**config.mk**
```make
export PLATFORM = sky130hd
export DESIGN_NAME = serial_rx_frame
export DESIGN_NICKNAME = d
export VERILOG_FILES = /design/src/rtl/serial_rx_frame.sv
export SDC_FILE = /design/constraint.sdc
export NUM_CORES = 1
export LEC_CHECK = 0
export BUFFER_PORTS_ARGS = -buffer_cell sky130_fd_sc_hd__buf_2
export CAP_MARGIN = 20
export CORE_MARGIN = 3
export CORE_UTILIZATION = 54
export CTS_CLUSTER_SIZE = 30
export DETAILED_ROUTE_END_ITERATION = 10
export GPL_TIMING_DRIVEN = 0
export PLACE_DENSITY = 0.85
export SYNTH_ARGS = -nofsm -noshare
export SYNTH_HDL_FRONTEND = slang
export SYNTH_SLANG_ARGS = --single-unit
```
**constraint.sdc**
```tcl
create_clock -name clock -period 1.7 [get_ports clock]
set_input_delay 0.34 -clock clock [delete_from_list [all_inputs] [get_ports clock]]
set_output_delay 0.34 -clock clock [all_outputs]
set_load 0.05 [all_outputs]
```
**src/rtl/serial_rx_frame.sv**
```systemverilog
// rtl/serial_rx_frame.sv - serial-to-parallel frame receiver with optional parity and ready/ack holding register
module serial_rx_frame #(
    parameter int DATA_BITS  = 8,
    parameter int MSB_FIRST  = 0,
    parameter int PARITY_EN  = 0,
    parameter int PARITY_ODD = 0
) (
    input  logic                 clock,
    input  logic                 reset,
    input  logic                 valid,
    input  logic                 Data_in,
    input  logic                 rd_ack,
    output logic [DATA_BITS-1:0] RxReg_out,
    output logic                 rx_ready,
    output logic                 parity_err,
    output logic                 overrun
);

    localparam int CW = $clog2(DATA_BITS + 1);

    typedef enum logic [1:0] {
        S_IDLE,
        S_SHIFT,
        S_PARITY,
        S_LOAD
    } state_t;

    state_t               state_q, state_d;
    logic [CW-1:0]        cnt_q, cnt_d;
    logic [DATA_BITS-1:0] shift_q, shift_d;
    logic [DATA_BITS-1:0] rx_q, rx_d;
    logic                 par_bit_q, par_bit_d;
    logic                 rdy_q, rdy_d;
    logic                 perr_q, perr_d;
    logic                 ovr_q, ovr_d;
    logic                 load;

    always_comb begin
        state_d   = state_q;
        cnt_d     = cnt_q;
        shift_d   = shift_q;
        par_bit_d = par_bit_q;
        case (state_q)
            S_IDLE: begin
                if (valid) begin
                    state_d = S_SHIFT;
                    cnt_d   = '0;
                end
            end
            S_SHIFT: begin
                if (MSB_FIRST != 0) begin
                    shift_d = {shift_q[DATA_BITS-2:0], Data_in};
                end else begin
                    shift_d = {Data_in, shift_q[DATA_BITS-1:1]};
                end
                cnt_d = cnt_q + CW'(1);
                if (cnt_q == CW'(DATA_BITS - 1)) begin
                    state_d = (PARITY_EN != 0) ? S_PARITY : S_LOAD;
                end
            end
            S_PARITY: begin
                par_bit_d = Data_in;
                state_d   = S_LOAD;
            end
            default: begin
                state_d = S_IDLE;
            end
        endcase
    end

    assign load = (state_q == S_LOAD);

    // A load always wins over a same-edge acknowledge; the ack then consumes the old word.
    always_comb begin
        rx_d   = rx_q;
        rdy_d  = rdy_q;
        perr_d = perr_q;
        ovr_d  = ovr_q;
        if (load) begin
            rx_d   = shift_q;
            perr_d = (PARITY_EN != 0) ? (((^shift_q) ^ par_bit_q) != (PARITY_ODD != 0)) : 1'b0;
            rdy_d  = 1'b1;
            ovr_d  = ovr_q | (rdy_q & ~rd_ack);
        end else if (rd_ack) begin
            rdy_d = 1'b0;
            ovr_d = 1'b0;
        end
    end

    always_ff @(posedge clock or posedge reset) begin
        if (reset) begin
            state_q   <= S_IDLE;
            cnt_q     <= '0;
            shift_q   <= '0;
            par_bit_q <= 1'b0;
            rx_q      <= '0;
            rdy_q     <= 1'b0;
            perr_q    <= 1'b0;
            ovr_q     <= 1'b0;
        end else begin
            state_q   <= state_d;
            cnt_q     <= cnt_d;
            shift_q   <= shift_d;
            par_bit_q <= par_bit_d;
            rx_q      <= rx_d;
            rdy_q     <= rdy_d;
            perr_q    <= perr_d;
            ovr_q     <= ovr_d;
        end
    end

    assign RxReg_out  = rx_q;
    assign rx_ready   = rdy_q;
    assign parity_err = perr_q;
    assign overrun    = ovr_q;

endmodule

```
==> results.yml <==
floorplan:
  die_y_um: 50.17
  die_w_um: 50.17
  start_util_pct: 59.09
  coreArea_mm2: 0.001783
  rows: 15
  dieArea_mm2: 0.002517
  ios: 16
synthesis:
  yosysTopAreaCellShare_pct: 57.01
  synth-seq-cells: 24
  synth-adder-area-share_pct: 5.938
  synth.largest_area_cell: "dfrtp_1"
  synthSimpleGateAreaFrac_pct: 7.245
  synth_nets: 88
  synth-compound-area-share_pct: 5.226
  yosysWarnings: 0
  synth.avg_cell_area_um2: 13.51
  ys_seq_area_share_pct: 57.01
  synth_area_mm2: 0.001054
  synth_mux_area_share_pct: 20.07
  synth_top_family_by_area: "multiplexers"
  synth-xor-area-share_pct: 0
  yosysUniqueCellTypes: 23
  postSynthCellCount: 78
  synth_area_leaders: "dfrtp_1, mux2_2, ha_1"
cts:
  clk_latency_ns: 0.31
  hold_buffers: 0
  clock_path_buffers: 2
  tritoncts: "built"
  cts_made_buffers: 3
  post_cts_buffers: 0
  root_buffer: "clkbuf_4"
  cts_sinks: 24
  cts_resized: 0
  h-tree-depth: 1
  clk_pin_slew_ns: 0.12
drt:
  drt_iter0_markers: 7
  drt_wl_total_um: 1603
  drt-pass1-iter-count: 2
  drc: 0
  ant_nets: 0
  avgRoutedWirePerCell_um: 13.36
  viasPerCell: 5.183
  vias: 622
final_layout:
  final_nets: 107
  num_antenna_cells: 0
  syn_to_final_growth_pct: 11.76
  drive_gt1_share_pct: 41.05
  final_area_mm2: 0.001177
  nFillCells: 128
placement:
  place_congestion: 0.7336
  dpl_cell_area_mm2: 0.001155
  io_buffer_count: 14
  dp_hpwl_um: 1187
worst_setup_path:
  cp.arrival_ns: 1.72
  r2r_cells: 5
  crit_family: "flip-flops"
  end_kind: "flop"
  crit_fanout: 4
  crit_buf_inv: 1
  r2r_setup_slack_ns: 0.17
  path_class: "reg -> reg"
  crit_path_cell_trace: "inv_1 > ha_1 > and2b_1 > a21oi_2 > mux2_1"
  crit_cells: 5
  cp-start-kind: "flop"
  crit_required_ns: 1.89
  crit_slowest_cell: "dfrtp_1"
  slowest_delay_ns: 0.42
sta:
  hold_viol: 0
  fin_crit_ns: 1.531
  fmax_ghz: 0.6533
  finalSetupTns_ns: 0
  hold_ws_ns: 0.1940
  tightest_slew_ns: 0.8781
  skew_ns: 0.01106
  rsz0062_at_grt: "false"
  setup_viol: 0
  relSlewSlack_pct: 41.40
  timing.final.max_slew_violations: 0
  timing.final.crit_share_pct: 90.04
hold_path:
  worstHoldPathType: "in -> async"
outcome:
  status: "finished, final reports clean"
global_route:
  grtUsageTotal_pct: 15.32
  grt_pass1_vias: 631
  grt_max_degree: 25
  grt_antenna_before_repair: 0
  grt_pass1_wl_um: 2863
  grt-ovfl-total: 0
flow_run:
  max_cap_violations: 0
placed cells by master (no fill, tap or decap), drive strengths merged:
cell type / instances
or2: 1
clkbuf: 3
a32o: 1
nor2b: 1
nand2b: 2
nand3b: 2
dfrtp: 24
mux2i: 2
and2b: 1
a21oi: 1
buf: 18
mux2: 17
nand3: 2
or2b: 1
o21ai: 4
conb: 1
nand2: 3
o211ai: 1
inv: 4
a22o: 1
ha: 5
metal layers:
layer  global-route usage (%)  routed length (um)
met2                    24.57                 781
met5                        0                   0
met4                    6.912                  27
met1                    20.24                 750
met3                    2.671                  43
sequential cells by signal, indices dropped and copies added (netlist names):
signal     cells
RxReg_out      8
shift_q        8
cnt_q          4
state_q        2
overrun        1
rx_ready       1
Yosys cell counts:
master and number:
buf_6 1, mux2i_1 2, conb_1 1, nor2b_1 1
and2b_1 1, o21ai_0 4, buf_4 1, mux2_1 1
a22o_1 1, dfrtp_1 24, mux2_2 16, o211ai_1 1
a21oi_2 1, a32o_1 1, or2b_1 1, nand2_1 3
inv_1 4, or2_2 1, nand3_1 2, nand2b_1 2
ha_1 5, buf_2 2, nand3b_1 2
per-stage QoR:
stage / std cells / utilization, % / setup WS (ns)
after detailed placement: 117 / 64.77 / 0.1840
final: 120 / 66.04 / 0.1693
after global placement: 117 / 64.77 / 0.2279
after floorplan: 78 / - / 0.2949
after CTS: 120 / 66.04 / 0.1666
after global routing: 120 / 66.04 / 0.07437
final timing paths:
kind	startpoint	to
max in group asynchronous	reset	shift_q[4]
max	state_q[0]	state_q[1]
min reg2reg	RxReg_out[2]	RxReg_out[2]
max reg2reg	state_q[0]	state_q[1]
min	reset	RxReg_out[2]
min in group clock	rd_ack	overrun
logic make-up after synthesis:
| group | count (synthesis) |
|---|---|
| AO/OA/AOI/OAI | 8 |
| adder cells (fa/ha/maj) | 5 |
| buffers and inverters | 8 |
| flip-flops | 24 |
| multiplexers | 19 |
| other | 1 |
| AND/OR/NAND/NOR | 13 |
area by class of cell:
class	instances	area [um2]	share of cell area, %
multi-input cells	46	409.1	34.75
plain buffers	4	28.78	2.444
clock buffers	3	22.52	1.913
flip-flops and latches	24	600.6	51.01
repair buffers	14	70.07	5.951
well taps	25	31.28	2.657
inverters	4	15.01	1.275
Power is left out: the tool's default activity adds up to more than one toggle a clock period on the data nets, which glitch-free logic cannot reach.
